File: src/rtl/adsr_note_sequencer.sv
// adsr_note_sequencer: programmable step sequencer driving one square-wave/ADSR voice
// Ports: clk/reset (sync, active-high); wr_en/wr_addr/wr_data write the pattern
// (word = {last, duration[7:0], rest, note[5:0]}); gate_ticks sets note_off time
// inside each step; loop_en restarts at step 0 at pattern end; start/stop control
// playback; freq_select/note_on/note_off feed the voice; busy, step_idx and done
// report progress.
module adsr_note_sequencer #(
  parameter int STEPS = 16,
  parameter int TICK_DIV = 25000,
  localparam int AW = $clog2(STEPS),
  localparam int PW = $clog2(TICK_DIV)
) (
  input  logic          clk,
  input  logic          reset,
  input  logic          wr_en,
  input  logic [AW-1:0] wr_addr,
  input  logic [15:0]   wr_data,
  input  logic [7:0]    gate_ticks,
  input  logic          loop_en,
  input  logic          start,
  input  logic          stop,
  output logic [5:0]    freq_select,
  output logic          note_on,
  output logic          note_off,
  output logic          busy,
  output logic [AW-1:0] step_idx,
  output logic          done
);
  typedef enum logic [1:0] {IDLE, FETCH, PLAY} state_t;
  state_t state, state_n;
  logic [15:0] mem [STEPS];
  logic [15:0] word, word_n;
  logic [PW-1:0] presc, presc_n;
  logic [7:0] elapsed, el_n, el_inc, d, g;
  logic sounding, snd_n, on_n, off_n, done_n, tick;
  logic [5:0] freq_n;
  logic [AW-1:0] step_n;
  assign busy = state != IDLE;
  assign d = word[14:7] == 8'd0 ? 8'd1 : word[14:7];
  assign g = gate_ticks == 8'd0 ? 8'd1 : gate_ticks;
  assign tick = presc == PW'(TICK_DIV - 1);
  assign el_inc = elapsed + 8'd1;
  always_ff @(posedge clk)
    if (reset)
      for (int i = 0; i < STEPS; i++) mem[i] <= '0;
    else if (wr_en)
      mem[wr_addr] <= wr_data;
  always_comb begin
    state_n = state;
    step_n = step_idx;
    freq_n = freq_select;
    on_n = 1'b0;
    off_n = 1'b0;
    done_n = 1'b0;
    word_n = word;
    presc_n = presc;
    el_n = elapsed;
    snd_n = sounding;
    if (stop) begin
      if (state != IDLE) begin
        state_n = IDLE;
        off_n = sounding;
        snd_n = 1'b0;
      end
    end else if (start) begin
      state_n = FETCH;
      step_n = '0;
      off_n = sounding;
      snd_n = 1'b0;
    end else begin
      case (state)
        FETCH: begin
          word_n = mem[step_idx];
          freq_n = mem[step_idx][5:0];
          on_n = ~mem[step_idx][6];
          snd_n = ~mem[step_idx][6];
          presc_n = '0;
          el_n = '0;
          state_n = PLAY;
        end
        PLAY: begin
          presc_n = tick ? '0 : presc + PW'(1);
          if (tick) begin
            el_n = el_inc;
            // gate end, or step end when the gate is at least the duration
            if (sounding && (el_inc == g || el_inc == d)) begin
              off_n = 1'b1;
              snd_n = 1'b0;
            end
            if (el_inc == d) begin
              if (word[15] || step_idx == AW'(STEPS - 1)) begin
                if (loop_en) begin
                  step_n = '0;
                  state_n = FETCH;
                end else begin
                  done_n = 1'b1;
                  state_n = IDLE;
                end
              end else begin
                step_n = step_idx + AW'(1);
                state_n = FETCH;
              end
            end
          end
        end
        default: ;
      endcase
    end
  end
  always_ff @(posedge clk)
    if (reset) begin
      state <= IDLE;
      step_idx <= '0;
      freq_select <= '0;
      note_on <= 1'b0;
      note_off <= 1'b0;
      done <= 1'b0;
      word <= '0;
      presc <= '0;
      elapsed <= '0;
      sounding <= 1'b0;
    end else begin
      state <= state_n;
      step_idx <= step_n;
      freq_select <= freq_n;
      note_on <= on_n;
      note_off <= off_n;
      done <= done_n;
      word <= word_n;
      presc <= presc_n;
      elapsed <= el_n;
      sounding <= snd_n;
    end
endmodule

File: config.mk
export PLATFORM = sky130hd
export DESIGN_NAME = adsr_note_sequencer
export DESIGN_NICKNAME = d
export VERILOG_FILES = /design/src/rtl/adsr_note_sequencer.sv
export SDC_FILE = /design/constraint.sdc
export NUM_CORES = 1
export LEC_CHECK = 0
export BUFFER_PORTS_ARGS = -buffer_cell sky130_fd_sc_hd__buf_2
export CORE_AREA = 2 2 155 157
export DETAILED_ROUTE_END_ITERATION = 10
export DIE_AREA = 0 0 157 159
export PLACE_DENSITY_LB_ADDON = 0.1
export SYNTH_ARGS = -nofsm -noshare
export SYNTH_HDL_FRONTEND = slang
export SYNTH_SLANG_ARGS = --single-unit
File: constraint.sdc
create_clock -name clk -period 3.8 [get_ports clk]
set_input_delay 0.76 -clock clk [delete_from_list [all_inputs] [get_ports clk]]
set_output_delay 0.76 -clock clk [all_outputs]
set_load 0.03 [all_outputs]
==> flow_summary_export.csv, run 1 <==
group,metric,value,unit
drt,detail-route-antenna-nets,0,
drt,wl_met3,2720,µm
final_layout,final_core_util,68.6,%
setup_path,cp.required,4240,ps
run_status,status,"complete, no violations",
synth,synth_cell_types,55,
floorplanning,die_x,157,µm
setup_path,endpoint_kind,"register",
final_layout,fillers,1570,
global_route,grt_pass1_wl,50500,µm
drt,avgViaCountPerCell,6.00,
floorplanning,core_area,23200,µm²
floorplanning,fp-row-count,56,
synth,syn-num-nets,1060,
clock_tree,tritoncts,"built",
setup_path,crit_arrival,3030,ps
timing,min_period_over_period,68.1,%
placed_design,io_buffers,47,
timing,slew_headroom,16.4,%
pwr,ir_worst_vdd,379,µV
synth,synth_seq_area_share,61.1,%
synth,ys_ff_latch,308,
clock_tree,clk_latency,550,ps
pwr,pwr_density_cell,464,nW/µm²
timing,setup_viol,0,
synth,syn_inst,1020,
synth,yosysWarnings,0,
clock_tree,hold_buffers,0,
drt,wl_per_cell,23.7,µm
timing,final_hold_viol_count,0,
timing,fin_crit,2590,ps
timing,drv_slew,0,
min_path,hold_path.class,"reg -> reg",
timing,clock_skew,12.0,ps
placed_design,routabilityCongestion,0.845,
timing,rsz0062_at_grt,"no",
synth,synth_top_area_cell,"edfxtp_1",
global_route,grt_max_degree,39,
floorplanning,io_pins,48,
setup_path,worstPathMaxFanout,9,
timing,fmax,0.386,GHz
final_layout,seq_area,8730,µm²
setup_path,start_kind,"register",
global_route,grt_overflow,0,
clock_tree,h-tree-depth,1,
timing,setup_tns,0,ps
drt,drc,0,
final_layout,syn2layout_area_growth,11.4,%
pwr,p_leak,5.52,nW
synth,post-synth-top-count-cell,"and2_1",
drt,wl_met2,15400,µm
drt,met1_length,14300,µm
clock_tree,cts_resized,0,
run,maxCapViolCount,0,
synth,synth_edf_count,256,
drt,vias,8432,
placed_design,dp_hpwl,21700,µm
clock_tree,cts.path.max_buffers,3,
synth,synth_common_cells,"260 x and2_1, 256 x edfxtp_1, 80 x mux4_2",
synth,async_flop_share,0,%
placed_design,dp_slack,1140,ps
synth,synth.top_cell.area_share,53.8,%
global_route,grt_pass1_vias,8153,
final_layout,nets,1101,
global_route,track_usage,27.3,%
synth,yosys_most_used_dff,"edfxtp_1",
final_layout,multi_input_area,5220,µm²
drt,dr.pass1.iters,5,
synth,synth_area_per_cell,14.0,µm²
clock_tree,cts_buffers,31,
final_layout,drive_above_1_share,21.4,%
timing,worstMarginPinSlew,1250,ps
drt,drt-initial-drc-count,1066,
pwr,power,7.38,mW
global_route,antenna_found_initial,2,
floorplanning,fp.dieArea,25000,µm²
clock_tree,cts_setup_buffers,0,
drt,wl,33300,µm
clock_tree,root_buffer,"clkbuf_16",
synth,synthTopCellsByArea,"edfxtp_1 54%, mux4_2 13%, and2_1 11%",
synth,netlist_area,14300,µm²
setup_path,critPathKind,"reg -> reg",
timing,fin_ws,1210,ps
clock_tree,clock-sinks,308,
floorplanning,fp.dieH,159,µm
floorplanning,initial_utilization,61.6,%
clock_tree,clkSlewWorstSetupHoldPaths,60,ps
drt,top_layer_used,"met4",
layer usage:
metal  GRT usage, %  up-vias
li1               -     3807
met1           40.5     4223
met2           41.6      349
met3           5.82       53
met4           7.59        0
met5              0        -
flip-flops by register name, summed over array words and instances, names as in the netlist, named ones only:
register and count:
mem 256, presc 15, word 10, elapsed 8
freq_select 5, step_idx 4, state 2, done 1
note_off 1, note_on 1, sounding 1
cell usage in the layout (no fill, tap or decap), drive strengths merged, types with 11 or more instances in the layout:
master and count:
buf 81, nor3 12, nand2 52, xnor2 17, xor2 14, clkinv 11, o21ai 23, a21oi 28
edfxtp 256, nor2 48, and2 260, dfxtp 52, nand3 14, mux4 80, clkbuf 40
area by class of cell:
type | instances | share of cell area (%)
sequential | 308 | 54.9
tap | 319 | 2.51
multi-input combinational | 631 | 32.8
clock buffer | 40 | 5.35
clock inverter | 17 | 1.02
inverter | 8 | 0.189
antenna | 1 | 0.0157
timing repair buffer | 81 | 3.24
critical path, stage by stage, from the launching register on:
cell	delay, ps
dfxtp_1	530
ha_1	300
nand3_2	190
xor2_1	220
or3_1	400
a31oi_4	320
a31oi_4	170
mux2_4	350
report_power, final:
part | switching [mW] | leakage [nW] | internal, mW
Clock | 1.27 | 0.492 | 1.78
Combinational | 0.271 | 2.17 | 0.184
Sequential | 0.0666 | 2.86 | 3.82
Total | 1.60 | 5.52 | 5.78
worst paths after layout:
kind              cells after the start            from  slack [ps]        endpoint
hold reg to reg                       2  freq_select[2]         450  freq_select[2]
setup reg to reg                      7      elapsed[0]        1210        register
setup / recovery                      7      elapsed[0]        1210        register
hold / removal                        2  freq_select[2]         450  freq_select[2]
per-stage QoR:
stage | hold WS (ps) | instances | cell area, µm²
5_1_grt | 479 | 1404 | 15900
3_3_place_gp | 441 | 1347 | 14900
2_1_floorplan | 436 | 1020 | 14300
3_5_place_dp | 446 | 1347 | 14900
4_1_cts | 454 | 1404 | 15900
6_report | 452 | 1405 | 15900
logic make-up (layout without fill, tap and decap cells):
| group | count (synthesis) | count (layout) | share of synthesized area [%] |
|---|---|---|---|
| muxes | 83 | 83 | 12.9 |
| xor gates and xnor gates | 32 | 32 | 2.06 |
| and+or+nand+nor | 439 | 439 | 17.8 |
| adders and majority gates | 6 | 6 | 0.526 |
| buffers and inverters | 81 | 146 | 2.50 |
| AOI/OAI and AO/OA | 71 | 71 | 3.15 |
| DFF | 308 | 308 | 61.1 |
| other | 0 | 1 | 0 |
Power figures use the tool's default switching activity.
==> inputs of run 2 (changes only) <==
CORE_AREA = 2 2 163 165   (was 2 2 155 157)
DIE_AREA = 0 0 165 167   (was 0 0 157 159)
clock period = 2.24 ns   (was 3.8 ns; I/O delays follow)
==> flow_summary_export.csv, run 2 (same netlist as run 1, synthesis figures left out) <==
group,metric,value,unit
run_status,status,"complete, no violations",
final_layout,fin_area,16800,µm²
timing,setup_viol,0,
drt,wl_per_cell,23.1,µm
placed_design,routabilityCongestion,0.868,
setup_path,worstPathMaxFanout,4,
drt,avgViaCountPerCell,5.74,
timing,min_period_over_period,94.8,%
pwr,pwr-share-clk,43.7,%
floorplanning,io_pins,48,
final_layout,final_core_util,65.1,%
final_layout,instances_no_fill,1499,
drt,drt-initial-drc-count,972,
final_layout,largest_reg_flops,256,
final_layout,nets,1178,
floorplanning,fp-row-count,59,
clock_tree,hold_buffers,0,
drt,wl,34700,µm
pwr,p_leak,6.02,nW
global_route,grt_max_degree,62,
setup_path,critPathKind,"reg -> reg",
placed_design,dp_cells,1429,
floorplanning,initial_utilization,55.4,%
clock_tree,cts_buffers,34,
global_route,grt_overflow,0,
final_layout,fillers,1910,
placed_design,io_buffers,47,
pwr,internal_power,10.5,mW
timing,whs,227,ps
clock_tree,clk_latency,510,ps
drt,drc,0,
run,maxCapViolCount,0,
clock_tree,clock-sinks,308,
setup_path,start_kind,"register",
timing,fin_crit,2120,ps
timing,fmax,0.471,GHz
clock_tree,tritoncts,"built",
clock_tree,clkSlewWorstSetupHoldPaths,60,ps
setup_path,path_delay_family,"compound AO/OA/AOI/OAI gates",
setup_path,cp.required,2630,ps
clock_tree,root_buffer,"clkbuf_16",
global_route,grt_pass1_vias,8665,
floorplanning,fp.dieArea,27600,µm²
timing,rsz0062_at_grt,"no",
drt,dr.pass1.iters,5,
timing,slew_headroom,63.6,%
placed_design,placed_cell_area,15500,µm²
timing,clock_skew,11.7,ps
setup_path,crit_buf_inv,2,
min_path,hold_path.class,"in -> reg",
final_layout,antenna_cells,0,
pwr,ir_worst_vdd,536,µV
placed_design,dp_hpwl,23700,µm
clock_tree,h-tree-depth,2,
pwr,power,13.2,mW
setup_path,slowest_stage,"dfxtp_1",
final_layout,final_cell_mix,"260 x and2_1, 256 x edfxtp_1, 96 x buf_4, 80 x mux4_2, 51 x nand2_1",
final_layout,regMostFlops,"mem",
pwr,switching_power,2.79,mW
pwr,pwr-share-comb,6.7,%
pwr,seqPwrFrac,49.5,%
final_layout,reg.largest.list,"mem (256), presc (15), word (10)",
global_route,antenna_found_initial,1,
pwr,p_sw_share,21.1,%
floorplanning,die_x,165,µm
floorplanning,core_area,25800,µm²
timing,worstMarginPinSlew,543,ps
setup_path,crit_chain,"ha_1 > and4b_1 > nand4_1 > buf_4 > a211o_1 > inv_1 > a31oi_4 > mux2_4",
final_layout,drive_above_1_share,26.8,%
timing,drv_slew,0,
setup_path,crit_arrival,2510,ps
final_layout,multi_input_area,5230,µm²
final_layout,seq_area,8730,µm²
global_route,track_usage,26.1,%
clock_tree,cts.path.max_buffers,3,
setup_path,crit_path_max_incr_delay,350,ps
drt,vias,8605,
final_layout,syn2layout_area_growth,17.5,%
floorplanning,fp.dieH,167,µm
setup_path,endpoint_kind,"register",
drt,detail-route-antenna-nets,0,
final_layout,final_common_cell,"and2_1",
timing,final_hold_viol_count,0,
setup_path,r2r_slack,120,ps
global_route,grt_pass1_wl,52700,µm
pwr,pwr_density_cell,789,nW/µm²
run 2: layout make-up:
class                   instances  area share [%]
well taps                     335            2.50
repair buffers                155            7.13
clock buffers                  51            6.01
multi-input cells             631            31.2
flip-flops and latches        308            52.1
clock inverters                11           0.940
inverters                       8           0.179
run 2: final timing paths:
path,from,end,cells after the start
setup / recovery,presc[0],register,8
setup reg to reg,presc[0],register,8
hold reg to reg,freq_select[3],freq_select[3],2
hold / removal,loop_en,done,3
run 2: timing repair:
action,4_1_cts,5_1_grt
setup endpoints to repair,0,4
resized for setup,0,2
setup buffers,0,8
run 2: layer usage:
metal	GRT usage [%]	part of all wire, %	up-vias
met4	7.45	2.3	0
li1	-	-	3968
met1	38.5	43	4249
met3	3.54	7.5	67
met2	41.1	47	321
met5	0	0	-
run 2: power groups by stage:
stage / clock (mW) / combinational, mW / sequential [mW]
finish: 5.79 / 0.893 / 6.56
global placement: 0 / 0.868 / 6.67
detailed placement: 0 / 0.875 / 6.68
CTS: 5.89 / 0.880 / 6.56
global route: 6.09 / 0.948 / 6.58
floorplan: 0 / 0.496 / 6.65
run 2: tightest hold or removal path: cells and delay by family:
kind                   cells  cell delay (ps)
AND/OR/NAND/NOR            2              150
buffers and inverters      1               80
run 2: stage by stage:
stage               setup TNS [ps]  setup WS [ps]
detailed placement               0           39.7
floorplan                   -24530           -339
CTS                              0           26.7
finish                           0            116
global placement                 0           78.1
global route                     0           25.1
==> inputs of run 3 (changes only) <==
RECOVER_POWER = 25   (was default)
==> flow_summary_export.csv, run 3 (same netlist as run 1, synthesis figures left out) <==
group,metric,value,unit
drt,drt-initial-drc-count,994,
final_layout,regMostFlops,"mem",
final_layout,fin_area,16700,µm²
global_route,antenna_found_initial,1,
timing,worstMarginPinSlew,859,ps
placed_design,placed_cell_area,15500,µm²
final_layout,nets,1178,
setup_path,r2r_start,"presc[4]",
final_layout,final_core_util,64.8,%
timing,setup_viol,0,
setup_path,endpoint_kind,"register",
final_layout,syn2layout_area_growth,16.8,%
pwr,ir_worst_vdd,536,µV
timing,final_hold_viol_count,0,
setup_path,cp.required,2630,ps
floorplanning,fp-row-count,59,
setup_path,crit_arrival,2530,ps
clock_tree,h-tree-depth,2,
global_route,grt_max_degree,62,
final_layout,largest_reg_flops,256,
pwr,p_leak,5.89,nW
final_layout,fillers,1944,
global_route,track_usage,26.1,%
final_layout,final_cell_mix,"256 x edfxtp_1, 218 x and2_1, 80 x mux4_2, 73 x buf_4, 51 x nand2_1",
clock_tree,root_buffer,"clkbuf_16",
global_route,grt_pass1_wl,52700,µm
placed_design,routabilityCongestion,0.868,
clock_tree,hold_buffers,0,
final_layout,antenna_cells,0,
timing,min_period_over_period,95.4,%
final_layout,final_common_cell,"edfxtp_1",
drt,detail-route-antenna-nets,0,
drt,drc,0,
clock_tree,tritoncts,"built",
clock_tree,clock-sinks,308,
timing,rsz0062_at_grt,"no",
drt,avgViaCountPerCell,5.80,
timing,fmax,0.468,GHz
final_layout,reg.largest.list,"mem (256), presc (15), word (10)",
timing,fin_crit,2140,ps
setup_path,start_kind,"register",
drt,dr.pass1.iters,5,
setup_path,worstPathMaxFanout,5,
setup_path,critPathKind,"reg -> reg",
drt,wl_per_cell,23.2,µm
pwr,pwr_density_cell,794,nW/µm²
drt,wl,34800,µm
global_route,grt_pass1_vias,8665,
floorplanning,io_pins,48,
run_status,status,"complete, no violations",
floorplanning,fp.dieH,167,µm
global_route,grt_overflow,0,
floorplanning,initial_utilization,55.4,%
clock_tree,clkSlewWorstSetupHoldPaths,60,ps
timing,whs,228,ps
run,maxCapViolCount,0,
floorplanning,core_area,25800,µm²
placed_design,io_buffers,47,
setup_path,r2r_slack,100,ps
timing,clock_skew,14.0,ps
setup_path,worst-r2r-cell-count,7,
floorplanning,fp.dieArea,27600,µm²
clock_tree,cts.path.max_buffers,3,
min_path,hold_path.class,"in -> reg",
timing,drv_slew,0,
placed_design,dp_hpwl,23700,µm
floorplanning,die_x,165,µm
clock_tree,cts_buffers,34,
timing,slew_headroom,42.7,%
final_layout,drive_above_1_share,24.6,%
setup_path,cp-startpoint,"presc[4]",
clock_tree,clk_latency,510,ps
timing,setup_tns,0,ps
drt,vias,8697,
-- run 3: cell types whose count changed in the layout (fill, tap and decap cells not counted), moves of 2 or more --
cell / previous run / this run
and2_0: 0 / 42
o21ai_0: 10 / 14
and2_1: 260 / 218
clkbuf_2: 0 / 2
buf_4: 96 / 73
o21ai_2: 8 / 5
clkbuf_1: 11 / 33
-- run 3: timing repair --
action,in CTS,in global routing
buffers inserted,0,8
setup endpoints to repair,0,4
endpoints found under the hold margin,0,0
resized for setup,0,2
-- run 3: report_power, final --
group,internal [mW],switching (mW)
registers,6.48,0.0839
logic,0.382,0.500
clock network,3.58,2.21
total,10.4,2.80
-- run 3: layout make-up --
cell class / count / area [µm²] / area share (%)
inverters: 8 / 30.0 / 0.180
repair buffers: 155 / 1110 / 6.66
clock inverters: 11 / 158 / 0.945
well taps: 335 / 419 / 2.51
multi-input cells: 631 / 5220 / 31.3
clock buffers: 51 / 1010 / 6.05
flip-flops and latches: 308 / 8730 / 52.4
-- run 3: worst min-delay path by stage --
stage / depth (start not counted) / startpoint / end / slack (ps)
after floorplan: 2 / word[15] / word[15] / 440
after global placement: 2 / freq_select[3] / freq_select[3] / 450
after detailed placement: 2 / freq_select[3] / freq_select[3] / 460
after CTS: 3 / loop_en / done / 210
after global routing: 3 / loop_en / done / 250
final: 3 / loop_en / done / 230
-- run 3: worst max-delay path: stages, from the launching register on --
cell	delay (ps)
dfxtp_1	350
nor4b_1	370
nand4_1	240
buf_4	210
a211o_1	300
inv_1	100
a31oi_4	130
mux2_4	340
-- run 3: metrics by stage --
stage	worst slack, ps	cells	total power, mW
floorplan	-339	1020	7.14
global placement	78.1	1429	7.54
detailed placement	39.7	1429	7.56
CTS	26.7	1491	13.3
global route	25.1	1499	13.6
finish	104	1499	13.2
-- run 3: layer usage --
metal | vias up | share of wire (%) | global-route usage, %
met5 | - | 0 | 0
met4 | 0 | 2.6 | 7.45
met3 | 79 | 7.3 | 3.54
met2 | 363 | 47 | 41.1
met1 | 4290 | 43 | 38.5
li1 | 3965 | - | -
